--- src/rtl/serial_subtractor_if.sv ---
// rtl/serial_subtractor_if.sv - start/busy/done handshake and operand/result bundle for serial_subtractor
interface serial_subtractor_if #(
  parameter int WIDTH = 8
);
  logic             start;
  logic [WIDTH-1:0] a;
  logic [WIDTH-1:0] b;
  logic             busy;
  logic             done;
  logic [WIDTH-1:0] diff;
  logic             borrow_out;
  logic             overflow;
  logic             zero;

  modport master (
    output start, a, b,
    input  busy, done, diff, borrow_out, overflow, zero
  );

  modport slave (
    input  start, a, b,
    output busy, done, diff, borrow_out, overflow, zero
  );
endinterface

--- src/rtl/serial_subtractor.sv ---
// rtl/serial_subtractor.sv - bit-serial a - b (a + ~b + 1), LSB first, one full-adder cell per clock
module serial_subtractor #(
  parameter int WIDTH = 8
) (
  input  logic               clk,
  input  logic               rst,
  serial_subtractor_if.slave bus
);
  localparam int CW = $clog2(WIDTH) + 1;

  typedef enum logic [1:0] {IDLE, RUN, DONE} state_t;

  state_t           state;
  state_t           state_nxt;
  logic             load;

  logic [WIDTH-1:0] sa;
  logic [WIDTH-1:0] sb;
  logic [WIDTH-1:0] res;
  logic             carry;
  logic [CW-1:0]    cnt;

  logic [WIDTH-1:0] diff_q;
  logic             borrow_q;
  logic             ovf_q;
  logic             zero_q;

  logic             s;
  logic             cout;
  logic             last_bit;
  logic [WIDTH-1:0] res_nxt;

  always_comb begin
    s        = sa[0] ^ sb[0] ^ carry;
    cout     = (sa[0] & sb[0]) | ((sa[0] ^ sb[0]) & carry);
    res_nxt  = {s, res[WIDTH-1:1]};
    last_bit = (cnt == CW'(WIDTH - 1));
  end

  always_ff @(posedge clk or posedge rst) begin
    if (rst) begin
      state <= IDLE;
    end else begin
      state <= state_nxt;
    end
  end

  // start is only honoured in IDLE and DONE, so a start during RUN never disturbs the operation
  always_comb begin
    state_nxt = state;
    load      = 1'b0;
    case (state)
      IDLE: begin
        if (bus.start) begin
          load      = 1'b1;
          state_nxt = RUN;
        end
      end
      RUN: begin
        if (last_bit) begin
          state_nxt = DONE;
        end
      end
      DONE: begin
        if (bus.start) begin
          load      = 1'b1;
          state_nxt = RUN;
        end else begin
          state_nxt = IDLE;
        end
      end
      default: state_nxt = IDLE;
    endcase
  end

  always_ff @(posedge clk or posedge rst) begin
    if (rst) begin
      sa       <= '0;
      sb       <= '0;
      res      <= '0;
      carry    <= 1'b0;
      cnt      <= '0;
      diff_q   <= '0;
      borrow_q <= 1'b0;
      ovf_q    <= 1'b0;
      zero_q   <= 1'b0;
    end else if (load) begin
      sa    <= bus.a;
      sb    <= ~bus.b;
      res   <= '0;
      carry <= 1'b1;
      cnt   <= '0;
    end else if (state == RUN) begin
      sa    <= sa >> 1;
      sb    <= sb >> 1;
      res   <= res_nxt;
      carry <= cout;
      cnt   <= cnt + CW'(1);
      // On the MSB, carry is the carry into the sign bit and cout the carry out of it
      if (last_bit) begin
        diff_q   <= res_nxt;
        borrow_q <= ~cout;
        ovf_q    <= carry ^ cout;
        zero_q   <= (res_nxt == '0);
      end
    end
  end

  assign bus.busy       = (state == RUN);
  assign bus.done       = (state == DONE);
  assign bus.diff       = diff_q;
  assign bus.borrow_out = borrow_q;
  assign bus.overflow   = ovf_q;
  assign bus.zero       = zero_q;
endmodule

--- src/flat_wrapper.sv ---
// flat-port wrapper written by rule: the top's interface ports become plain ports
module serial_subtractor_flat 
#(
  parameter int WIDTH = 8
)
  (clk, rst, bus_start, bus_a, bus_b, bus_busy, bus_done, bus_diff, bus_borrow_out, bus_overflow, bus_zero);
  serial_subtractor_if #(.WIDTH(WIDTH)) bus_i ();
  input  logic clk;
  input  logic rst;
  input wire logic [$bits(bus_i.start)-1:0] bus_start;
  input wire logic [$bits(bus_i.a)-1:0] bus_a;
  input wire logic [$bits(bus_i.b)-1:0] bus_b;
  output wire logic [$bits(bus_i.busy)-1:0] bus_busy;
  output wire logic [$bits(bus_i.done)-1:0] bus_done;
  output wire logic [$bits(bus_i.diff)-1:0] bus_diff;
  output wire logic [$bits(bus_i.borrow_out)-1:0] bus_borrow_out;
  output wire logic [$bits(bus_i.overflow)-1:0] bus_overflow;
  output wire logic [$bits(bus_i.zero)-1:0] bus_zero;
  assign bus_i.start = bus_start;
  assign bus_i.a = bus_a;
  assign bus_i.b = bus_b;
  assign bus_busy = bus_i.busy;
  assign bus_done = bus_i.done;
  assign bus_diff = bus_i.diff;
  assign bus_borrow_out = bus_i.borrow_out;
  assign bus_overflow = bus_i.overflow;
  assign bus_zero = bus_i.zero;
  serial_subtractor #(.WIDTH(WIDTH)) u_core (.clk(clk), .rst(rst), .bus(bus_i));
endmodule
--- config.mk ---
export PLATFORM = sky130hd
export DESIGN_NAME = serial_subtractor_flat
export DESIGN_NICKNAME = d
export VERILOG_FILES = /design/src/rtl/serial_subtractor_if.sv /design/src/rtl/serial_subtractor.sv /design/src/flat_wrapper.sv
export SDC_FILE = /design/constraint.sdc
export NUM_CORES = 1
export LEC_CHECK = 0
export ABC_AREA = 1
export BUFFER_PORTS_ARGS = -buffer_cell sky130_fd_sc_hd__buf_2
export CORE_ASPECT_RATIO = 1.2
export CORE_MARGIN = 1.5
export CORE_UTILIZATION = 40
export CTS_CLUSTER_DIAMETER = 100
export CTS_CLUSTER_SIZE = 8
export DETAILED_ROUTE_END_ITERATION = 8
export GPL_ROUTABILITY_DRIVEN = 0
export PLACE_DENSITY = 0.63
export SLEW_MARGIN = 20
export SYNTH_ARGS = -nofsm -noshare
export SYNTH_HDL_FRONTEND = slang
export SYNTH_SLANG_ARGS = --single-unit
--- constraint.sdc ---
create_clock -name clk -period 1.69 [get_ports clk]
set_input_delay 0.169 -clock clk [delete_from_list [all_inputs] [get_ports clk]]
set_output_delay 0.169 -clock clk [all_outputs]
set_load 0.005 [all_outputs]
==> results of run 1 <==
-- final timing paths --
kind	from	to	slack, ps	depth (start not counted)
worst max-delay path	u_core.carry	u_core.bus.zero	220	8
max in group asynchronous	rst	u_core.bus.overflow	1340	3
worst min register to register	u_core.bus.diff[0]	u_core.bus.diff[0]	480	2
worst max register to register	u_core.carry	u_core.bus.zero	220	8
worst min-delay path	rst	u_core.sa[2]	-10	3
min in group clk	bus_b[7]	u_core.sb[7]	70	2
-- area by class of cell --
cell class	instances	area, sq um	share of cell area (%)
sequential	41	1030	48.9
multi-input combinational	130	656	31.2
clock buffer	8	80.1	3.82
timing repair buffer	34	190	9.06
inverter	19	76.3	3.64
tap	56	70.1	3.34
-- logic make-up (layout without fill, tap and decap cells) --
| kind of cell | after synthesis | after routing | share of synthesized area, % |
|---|---|---|---|
| AOI/OAI and AO/OA | 23 | 23 | 8.61 |
| xor gates and xnor gates | 1 | 1 | 0.478 |
| adders and majority gates | 2 | 2 | 1.78 |
| buffers and inverters | 26 | 61 | 8.20 |
| DFF | 41 | 41 | 56.0 |
| and+or+nand+nor | 104 | 104 | 24.9 |
-- registers in the layout (all words and copies together), names as in the netlist --
name	count
u_core.sa	8
u_core.bus.diff	8
u_core.bus.zero	1
u_core.state	2
u_core.res	7
u_core.bus.borrow_out	1
u_core.sb	8
u_core.carry	1
u_core.cnt	4
u_core.bus.overflow	1
-- stage by stage --
stage / hold slack, ps / area, sq um / setup slack, ps / total power (uW) / std cells
finish: -11.7 / 2100 / 224 / 3850 / 288
global route: 43.2 / 2100 / 15.9 / 4250 / 288
CTS: 11.6 / 2100 / 221 / 3910 / 288
detailed placement: 329 / 2020 / 246 / 3290 / 280
global placement: 327 / 2020 / 275 / 3250 / 280
floorplan: 278 / 1830 / 306 / 2970 / 197
-- worst reg2reg max path, stage by stage, from the launching register on --
cell and delay [ps]:
sky130_fd_sc_hd__dfrtp_1 380, sky130_fd_sc_hd__inv_1 70, sky130_fd_sc_hd__fa_1 600, sky130_fd_sc_hd__inv_1 50
sky130_fd_sc_hd__nor2_1 80, sky130_fd_sc_hd__nand2_1 50, sky130_fd_sc_hd__nor2_1 80, sky130_fd_sc_hd__nand2_1 50
sky130_fd_sc_hd__nand2_1 50
-- power by group through the flow --
stage,Clock (uW),Sequential (uW),Combinational [uW]
final,606,1670,1580
after CTS,632,1670,1610
after global routing,667,1730,1850
after global placement,0,1670,1580
after floorplan,0,1660,1300
after detailed placement,0,1690,1610
-- placed cells by master (no fill, tap or decap), drive strengths merged --
master	instances
nand2	70
dfrtp	41
buf	34
inv	19
nand3	15
nor2	13
o21ai	13
clkbuf	8
o22ai	7
or2	6
a21oi	3
xor2	1
fa	1
ha	1
-- layer usage --
metal	track usage, %	vias up	wire length [um]
met3	5.43	6	197
met2	22.9	37	1430
met1	18.8	653	1500
met4	4.47	0	48
li1	-	685	-
met5	0	-	0
==> summary by stage, run 1 <==
Pwr
The share of total power dissipated in the clock network is around 16%. The worst-case IR drop observed on VDD is ~0.64 mV. The total internal power is about 2400 uW. The net switching power figure is 1500 uW.

Dividing total power by cell area gives a power density of roughly 1800 nW/um^2. The combinational group share of total power is between 40% and 50%. The static leakage power is 0.00110 uW. The switching share of power is roughly 39%. The proportion of power drawn by flip-flops and latches is a little over two fifths.

GRT
The total congestion overflow after global routing is 0. For this run, the total global-route usage over all layers was measured as 14.6%. The pin count of the biggest net entering global routing is 42. The wire length of the first global-routing pass is 5710 um.

The via count of the first global-routing pass is 1291. The number of antenna violations at the first check in global routing is 0.

CTS
The master cell of the clock root buffer is sky130_fd_sc_hd__clkbuf_8. The clock network latency to the later pin of the worst-skew pair is 290 ps. The post-CTS repair timing setup buffer count is 0. The clock transition at the register clock pins on the worst setup and hold paths after CTS is around 70 ps.

The clock passes through at most 2 buffers. After clock tree synthesis, the flow added hold-fix buffers numbering 0. The number of gates resized after CTS was 0. The CTS buffer count is 5. The TritonCTS sink count is slightly above 40. The H-tree level count is 2.

The TritonCTS clock tree is done.

Status
The flow ran to the end, but the final reports show violations. The final reports fail on hold timing.

Yosys
After synthesis, the mean cell area works out to between 9 and 10 sq um. The distinct cell type count after synthesis is 23. The sequential-to-total area share from yosys stat is between 50 and 60%. Synthesis produced a netlist with a net count of about 220. The number of enable flip-flop cells after synthesis is 0. Counting flops and latches in the post-synthesis netlist gives 41. After synthesis, the most frequently instantiated cells are sky130_fd_sc_hd__nand2_1, sky130_fd_sc_hd__dfrtp_1, sky130_fd_sc_hd__inv_1. The cell count after synthesis came out at ~200. For this run, the number of Yosys warnings is 0. By area the synthesized netlist is led by sky130_fd_sc_hd__dfrtp_1, sky130_fd_sc_hd__nand2_1, sky130_fd_sc_hd__o21ai_2.

The area of the mapped netlist is between 1500 and 2000 sq um. By instance count, the leading cell after synthesis is sky130_fd_sc_hd__nand2_1. sky130_fd_sc_hd__dfrtp_1 takes more of the synthesized area than any other cell.

The async set or reset register ratio after synthesis is 100%. The portion of synthesized cell area occupied by the leading cell type is roughly 56%. In the synthesized netlist the dominant register cell turns out to be sky130_fd_sc_hd__dfrtp_1.

STA
Setup repair after global routing left no endpoint under its margin. The final number of setup-violating endpoints is 0. The number of failing hold endpoints at the final stage is 11.

The final number of max-transition violations came to 0. The worst hold slack across all endpoints is -11.7 ps. The final critical-path share of the clock period is between 80% and 90%. The setup TNS is 0 ps. Based on the critical path, the design can be clocked at up to about 0.68 GHz. The shortest clock period the worst path allows after layout is roughly 1500 ps.

The transition time at the pin with the least slew margin is about 510 ps. The worst pin sits at a relative slew slack of 65.8%. For the final database, setup skew stands at 1.96 ps.

Floorplan
The initialized floorplan defines 26 standard-cell rows. The die width is 64.8 um. Once the floorplan was initialized, standard cells occupied between 40% and 50% of the core. The die covers between 4000 and 5000 sq um. The number of top-level pins is 32. The chip height is 77.1 um. The floorplan step defined a core boundary enclosing between 4000 and 5000 sq um.

Run
Max-cap violations in this run came to 0.

Finish
The number of filler instances in the final layout is 438. Relative to the synthesized area, the layout overhead comes to 14.5%. Once layout is complete, the utilization of the core stands at between 40% and 50%.

The repair_antennas step left the layout with diodes totalling 0. Of the cells placed in the final design, the portion with a size suffix greater than 1 is between 20% and 30%. The final layout net count is roughly 250.

Drt
The count of nets left with antenna violations once routing finished came out at 0. The DRC violation count after routing is 0. The DRC marker count from the first detailed-route iteration is 118. The detail-routed net length per standard cell is between 10 and 15 um. In the routed layout, each cell is associated on average with a via count of approximately 4.8.

The detailed-route wire length is about 3200 um. The count of vias placed by the detailed router is 1381. The detailed-router iteration count before antenna repair is 4.

Critical path
STA classifies the critical path endpoint as a register. The slowest stage of the critical path belongs to the cell sky130_fd_sc_hd__fa_1. The data required time of the worst path is between 1500 and 2000 ps. The peak per-stage delay on the critical path is approximately 600 ps. The critical path is of the reg -> reg type. The worst setup path is launched from a register. Together, buffers and inverters on the worst path number 2. The critical-path maximum fanout is 3. The signal on the critical path passes through inv_1, fa_1, inv_1, nor2_1, nand2_1, nor2_1, nand2_1, nand2_1. The most common cell type on the critical path is sky130_fd_sc_hd__nand2_1. Data arrives at the worst endpoint at ~1700 ps.

The critical path's top delay family is adder cells.

Placement
The placed wire-length estimate is around 2200 um. The quantity of I/O buffers inserted on ports is 31.

Min path
The path class of the lowest-slack min-delay path is in -> async.
Power figures use the tool's default switching activity.
==> run 2, diff against run 1 <==
- PLACE_DENSITY: 0.63 -> 0.66
- clock period: 1.69 -> 1.2 ns (I/O delays scaled with it)
==> run 2 against run 1 <==
  * The run ends with setup timing left
  * Clock power rose by 120%
  * Via count increased by 5.4%
  * Sequential cell count unchanged
  * Critical path depth is the same
  * First-iteration DRC count is 20% lower
  * Critical endpoint unchanged
  * Largest power group is now combinational cells
  * Highest routed layer unchanged
==> summary by stage, run 2 (synthesis results as in run 1) <==
GRT
The global-route usage over all layers is 15.4% (+0.80 points). The pin count of the biggest net entering global routing is 42 (unchanged). The met2 routing resource usage after global routing is 23.8% (+0.93 points).

The most utilized layer in the global route result is met2. The via count of the first global-routing pass was 1372 (+6.3%). The wire length of the first global-routing pass came to 5980 um (+4.7%). The total congestion overflow after global routing is 0 (unchanged). The number of antenna violations at the first check in global routing came to 0 (unchanged). The fraction of met1 tracks used by global routing is 19.8% (+0.95 points).

The met3 track demand over resource in global routing was 4.84% (-0.59 points).

STA
The worst slew slack as a fraction of its limit is 84.9% (+19 points). The final number of max-transition violations is 0 (unchanged). The final number of setup-violating endpoints is 8 (+8).

The final critical-path share of the clock period is 115% (+28 points). The number of failing hold endpoints at the final stage is 0 (-11). The final worst clock skew is 9.21 ps (+7.24 ps). The worst hold slack across all endpoints came to 16.6 ps (+28.2 ps). The transition time at the pin with the least slew margin came to 227 ps (-287 ps). The shortest clock period the worst path allows after layout came to 1380 ps (-88.3 ps).

The setup TNS was -529 ps (-529 ps). Setup repair after global routing could not meet its margin everywhere. The worst setup slack after layout is -177 ps (-402 ps). The achievable clock frequency came to 0.726 GHz (+6.4%).

Placement
The placed wire-length estimate is 2350 um (+8.2%). The worst slack at placement was -192 ps (-438 ps). The instance count after placement with tap cells included was 294 (+5.0%). The quantity of I/O buffers inserted on ports is 31 (unchanged).

Drt
The detailed-route wire length came to 3640 um (+15%). The detailed-router iteration count before antenna repair is 4 (unchanged). The DRC marker count from the first detailed-route iteration is 94 (-20%). The count of vias placed by the detailed router is 1455 (+5.4%). The per-cell via count in the routed design is 4.66 (-2.7%). The number of nets with antenna violations after detailed routing is 0 (unchanged). The DRC violation count after routing was 0 (unchanged). The detail-routed net length per standard cell is 11.7 um (+5.7%).

Status
The final reports fail on setup timing. The run finished, with violations left.

CTS
The master cell of the clock root buffer is sky130_fd_sc_hd__clkbuf_8. The number of buffers on the longest clock path is 2 (unchanged). The TritonCTS clock tree is done. The CTS buffer count is 5 (unchanged). The TritonCTS sink count came to 41 (unchanged).

The clock transition at the register clock pins on the worst setup and hold paths after CTS was 80 ps (about the same). The clock network latency to the later pin of the worst-skew pair is 300 ps (about the same). The H-tree level count is 2 (unchanged).

Finish
From synthesis to final layout, the design area changed by 35.6%. The layout cell share with drive strength beyond 1 was 39.5% (+15 points). The utilization after layout is 57.4% (+8.9 points). The number of antenna diodes came to 0 (unchanged). The non-filler instance count after layout is 312 (+8.3%).

The final layout net count is 276 (+9.5%). The most common cell after layout, fill and taps aside is sky130_fd_sc_hd__nand2_1. The library cells used most frequently in the layout, excluding fill and tap cells, are sky130_fd_sc_hd__nand2_1, sky130_fd_sc_hd__dfrtp_1, sky130_fd_sc_hd__buf_2.

Pwr
The combinational group share of total power was 47.7% (+6.7 points). The proportion of power drawn by flip-flops and latches was 33.6% (-9.7 points). The part of the power in the clock network is 18.6% (+2.9 points). The net switching power figure was 2520 uW (+69%). The largest voltage drop on the vdd net is 1.23 mV (+91%). The switching share of power is 35.9% (-3.0 points).

The static leakage power was 0.00128 uW (+16%). The power density relative to cell area is 2830 nW/um^2 (+54%). The total internal power is 4510 uW (+91%).

Critical path
The worst setup path is captured at a register. The critical-path maximum fanout came to 2 (-1). The kind of critical path is reg -> reg. The startpoint kind of the worst setup timing path is a register.

The worst-case register-to-register setup slack is -180 ps (-400 ps). The data required time of the worst path is 1440 ps (-480 ps). The signal arrival time at the worst endpoint came to 1610 ps (-90 ps).

Min path
The path class of the lowest-slack min-delay path is in -> reg.

Floorplan
The die width came to 64.8 um (unchanged). The number of placement rows is 26 (unchanged). The die outline area is 5000 sq um (unchanged). The effective utilization at floorplan is 42.3% (unchanged). The number of top-level pins is 32 (unchanged). The chip height is 77.1 um (unchanged). The total core area was 4330 sq um (unchanged).

Run
The number of maximum-capacitance violations is 0 (unchanged).
[run 2: cell types whose count changed in the layout (fill, tap and decap cells not counted), sizes merged]
cell,change
clkbuf,-3
inv,-1
buf,+23
clkinv,+2
bufinv,+2
dlygate4sd3,+1
[run 2: power groups by stage]
stage,Sequential (uW),Clock [uW],Combinational [uW]
after floorplan,2340,0,1840
after global placement,2330,0,2610
after detailed placement,2350,0,2700
after CTS,2340,1340,2900
after global routing,2440,1390,3730
final,2370,1310,3360
[run 2: path summary, 6_finish.rpt]
path,startpoint,end,cells past startpoint
max reg2reg,u_core.sa[0],u_core.bus.zero,8
max,u_core.sa[0],u_core.bus.zero,8
min reg2reg,u_core.sa[7],u_core.sa[7],2
max in group asynchronous,rst,u_core.bus.borrow_out,4
min,bus_b[7],u_core.sb[7],2
min in group asynchronous,rst,u_core.bus.overflow,4
[run 2: layer usage]
metal  up-vias  part of all wire, %
li1        734                    -
met1       675                   44
met2        42                   50
met3         4                  5.3
met4         0                 0.69
met5         -                    0
[run 2: final cells by class]
cell class                 instances  area (sq um)
inverter                          19          83.8
sequential                        41          1030
multi-input combinational        130           736
clock buffer                       5          68.8
fill                             399          1840
tap                               56          70.1
timing repair buffer              58           434
clock inverter                     3          65.1
[run 2: per-stage QoR]
| step | power [uW] | instance area, sq um |
|---|---|---|
| after floorplan | 4180 | 1830 |
| after CTS | 6570 | 2350 |
| after global routing | 7560 | 2480 |
| final | 7030 | 2480 |
| after detailed placement | 5040 | 2140 |
| after global placement | 4940 | 2140 |
[run 2: critical path, cell delays in order (launching register included)]
cell and delay [ps]:
sky130_fd_sc_hd__dfrtp_1 360, sky130_fd_sc_hd__inv_2 50, sky130_fd_sc_hd__fa_1 560, sky130_fd_sc_hd__inv_1 50, sky130_fd_sc_hd__nor2_1 70, sky130_fd_sc_hd__nand2_1 50
sky130_fd_sc_hd__nor2_1 80, sky130_fd_sc_hd__nand2_1 50, sky130_fd_sc_hd__nand2_1 50
[run 2: what timing repair did]
action                                 in CTS  in global routing
setup endpoints to repair                  14                 18
resized for setup                          18                 21
endpoints found under the hold margin      41                  0
pin swaps                                   5                  6
buffers inserted                            2                  7
hold buffers                                1                  0
==> run 3, diff against run 2 <==
--- a/config.mk
+++ b/config.mk
@@ -16,3 +16,3 @@
 export GPL_ROUTABILITY_DRIVEN = 0
-export PLACE_DENSITY = 0.66
+export PLACE_DENSITY = 0.63
 export SLEW_MARGIN = 20
@@ -21 +21,2 @@
 export SYNTH_SLANG_ARGS = --single-unit
+export TNS_END_PERCENT = 10
==> constraint.sdc (replaced) <==
create_clock -name clk -period 1.4 [get_ports clk]
set_input_delay 0.14 -clock clk [delete_from_list [all_inputs] [get_ports clk]]
set_output_delay 0.14 -clock clk [all_outputs]
set_load 0.02 [all_outputs]
==> run 3 against run 2 <==
  * Cell count shrank 5.1%
  * The flow now finishes without violations
  * Critical path type unchanged
  * Maximum frequency grew 1.3%
  * Clock skew shrank 7.3 ps
  * Sequential share of layout area grew 5.9 points
  * Utilization shrank 7.2 points
  * Largest power group unchanged
  * Register-to-register slack gained 220 ps
  * Wire length shrank 8.0%
  * Worst hold slack gained 13 ps
  * Sequential cell count is the same
  * Global-route usage grew 0.11 points
  * Largest cell class unchanged
==> summary by stage, run 3 (synthesis results as in run 1) <==
Placement
The placed wire-length estimate is 2270 um (-3.3%). The quantity of I/O buffers inserted on ports is 31 (unchanged). The instance count after placement with tap cells included came to 287 (-2.4%).

The worst slack at placement was 54.2 ps (+246 ps).

STA
The worst setup slack after layout is 40.4 ps (+218 ps). The final number of setup-violating endpoints is 0 (-8). The number of failing hold endpoints at the final stage is 0 (unchanged). The final number of max-transition violations is 0 (unchanged). The transition time at the pin with the least slew margin is 511 ps (+284 ps). Setup repair after global routing could not meet its margin everywhere. The final critical-path share of the clock period is 97.1% (-18 points). The achievable clock frequency is 0.735 GHz (+1.3%). The shortest clock period the worst path allows after layout was 1360 ps (-17.8 ps).

The final worst clock skew came to 1.90 ps (-7.31 ps). The worst hold slack across all endpoints is 29.9 ps (+13.4 ps). The worst slew slack as a fraction of its limit came to 65.9% (-19 points).

GRT
The number of antenna violations at the first check in global routing is 0 (unchanged). The pin count of the biggest net entering global routing is 42 (unchanged). The global-route usage over all layers is 15.6% (+0.11 points). The wire length of the first global-routing pass is 6040 um (+1.0%). The total congestion overflow after global routing was 0 (unchanged).

The via count of the first global-routing pass is 1361 (-0.80%).

Pwr
The largest voltage drop on the vdd net is 1.01 mV (-18%). The switching share of power is 40.3% (+4.4 points). The combinational group share of total power was 45.3% (-2.4 points).

The total internal power was 3040 uW (-33%). The proportion of power drawn by flip-flops and latches is 39.4% (+5.8 points). The net switching power figure is 2050 uW (-19%). The power density relative to cell area is 2340 nW/um^2 (-17%). The part of the power in the clock network is 15.3% (-3.3 points). The total power draw is 5090 uW (-28%).

The static leakage power came to 0.00114 uW (-10%).

Min path
The path class of the lowest-slack min-delay path is in -> reg. The instance count along the most critical hold path was 2 (unchanged). In this run the most critical hold path is launched from bus_b[7].

For hold timing, the worst endpoint is u_core.sb[7].

Critical path
The peak per-stage delay on the critical path came to 550 ps (about the same). The count of buffering cells on the critical path with inverters included is 2 (unchanged). STA classifies the critical path endpoint as a register. The worst reg2reg path startpoint is u_core.carry. The destination of the worst register-to-register timing path is u_core.bus.zero.

The worst-case register-to-register setup slack is 40 ps (+220 ps). The data required time of the worst path is 1630 ps (+190 ps). Counting stages on the worst path, the most repeated cell is sky130_fd_sc_hd__nand2_1.

The number of cell instances on the worst register-to-register path is 8 (unchanged). The kind of critical path is reg -> reg. The critical path goes through inv_2, fa_1, inv_1, nor2_1, nand2_1, nor2_1, nand2_1, nand2_1.

The worst setup path is launched from a register. Among all stages on the critical path, the largest delay is contributed by sky130_fd_sc_hd__fa_1. The signal arrival time at the worst endpoint is 1590 ps (-20 ps). The critical-path maximum fanout is 2 (unchanged).

Broken down by cell family, the worst path's largest delay share belongs to adder cells.

Drt
The detail-routed net length per standard cell was 11.3 um (-3.1%). The number of nets with antenna violations after detailed routing is 0 (unchanged). The DRC violation count after routing is 0 (unchanged). The met2 wire length is 1520 um (-17%). The met3 routed wirelength is 160 um (-17%). The DRC marker count from the first detailed-route iteration is 69 (-27%). The detailed-routing wirelength on met1 is 1610 um (+1.1%). The uppermost metal layer occupied by signal nets is met4. The count of vias placed by the detailed router is 1378 (-5.3%). The detailed-route wire length is 3340 um (-8.0%). The per-cell via count in the routed design is 4.66 (-0.17%). The detailed-router iteration count before antenna repair is 4 (unchanged).

Floorplan
The number of top-level pins was 32 (unchanged). The die outline area is 5000 sq um (unchanged). The total core area is 4330 sq um (unchanged). The chip height came to 77.1 um (unchanged). The effective utilization at floorplan was 42.3% (unchanged). The die width is 64.8 um (unchanged).

The number of placement rows is 26 (unchanged).

Run
The number of maximum-capacitance violations is 0 (unchanged).

Finish
The utilization after layout was 50.2% (-7.2 points). The number of antenna diodes is 0 (unchanged). From synthesis to final layout, the design area changed by 18.6%. In the layout the commonest cells are sky130_fd_sc_hd__nand2_1, sky130_fd_sc_hd__dfrtp_1, sky130_fd_sc_hd__buf_2. The layout cell share with drive strength beyond 1 is 27.5% (-12 points). The register area is 1030 sq um (unchanged). The most common cell after layout, fill and taps aside is sky130_fd_sc_hd__nand2_1.

The non-filler instance count after layout is 296 (-5.1%). The number of filler instances in the final layout is 429 (+7.5%). The final layout net count is 261 (-5.4%).

The footprint of the multi-input gates is 656 sq um (-11%).

CTS
The number of buffers on the longest clock path came to 2 (unchanged). The H-tree level count is 2 (unchanged). The clock transition at the register clock pins on the worst setup and hold paths after CTS is 70 ps (about the same). The TritonCTS clock tree is done. Clock tree synthesis selected as its root buffer the cell sky130_fd_sc_hd__clkbuf_8. The clock network latency to the later pin of the worst-skew pair is 290 ps (about the same). The CTS buffer count is 5 (unchanged).

The TritonCTS sink count is 41 (unchanged).

Status
The run finished with clean final reports.
==> run 3: cell types whose count changed in the layout (fill, tap and decap cells not counted), sizes merged <==
cell / delta
buf: -15
bufinv: -2
clkbuf: +2
clkinv: -2
inv: +1
==> run 3: worst max-delay path by stage <==
stage	depth (start not counted)	end	startpoint
6_report	8	u_core.bus.zero	u_core.carry
5_1_grt	8	u_core.bus.zero	u_core.carry
4_1_cts	3	bus_busy	u_core.state[1]
3_5_place_dp	8	u_core.bus.zero	u_core.carry
3_3_place_gp	7	u_core.bus.diff[7]	u_core.cnt[0]
2_1_floorplan	8	u_core.bus.zero	u_core.carry
==> run 3: layout make-up <==
| type | count | area share [%] |
|---|---|---|
| Tap cell | 56 | 3.23 |
| Clock buffer | 7 | 3.97 |
| Multi-Input combinational cell | 130 | 30.2 |
| Inverter | 19 | 3.51 |
| Sequential cell | 41 | 47.2 |
| Timing Repair Buffer | 43 | 11.9 |
==> run 3: power by group through the flow <==
| stage | Sequential [uW] | Combinational (uW) | Clock, uW |
|---|---|---|---|
| 6_report | 2000 | 2310 | 779 |
| 3_5_place_dp | 2030 | 2270 | 0 |
| 2_1_floorplan | 2170 | 1600 | 0 |
| 4_1_cts | 2000 | 2320 | 800 |
| 5_1_grt | 2080 | 2640 | 854 |
| 3_3_place_gp | 2010 | 2220 | 0 |
==> run 3: repair_timing <==
item | in CTS | in global routing
hold buffers | 1 | 0
setup buffers | 1 | 0
endpoints found under the setup margin | 1 | 12
resized for setup | 1 | 3
hold endpoints to repair | 41 | 0
==> run 3: routing by layer <==
| metal | vias up | track usage, % |
|---|---|---|
| met1 | 634 | 20.3 |
| li1 | 706 | - |
| met2 | 33 | 24.4 |
| met4 | 0 | 5.11 |
| met3 | 5 | 4.84 |
| met5 | - | 0 |
==> run 3: through the flow <==
step / instance area [sq um] / TNS (ps)
6_report: 2170 / 0
4_1_cts: 2170 / 0
2_1_floorplan: 1830 / 0
3_3_place_gp: 2060 / 0
3_5_place_dp: 2060 / 0
5_1_grt: 2170 / -383
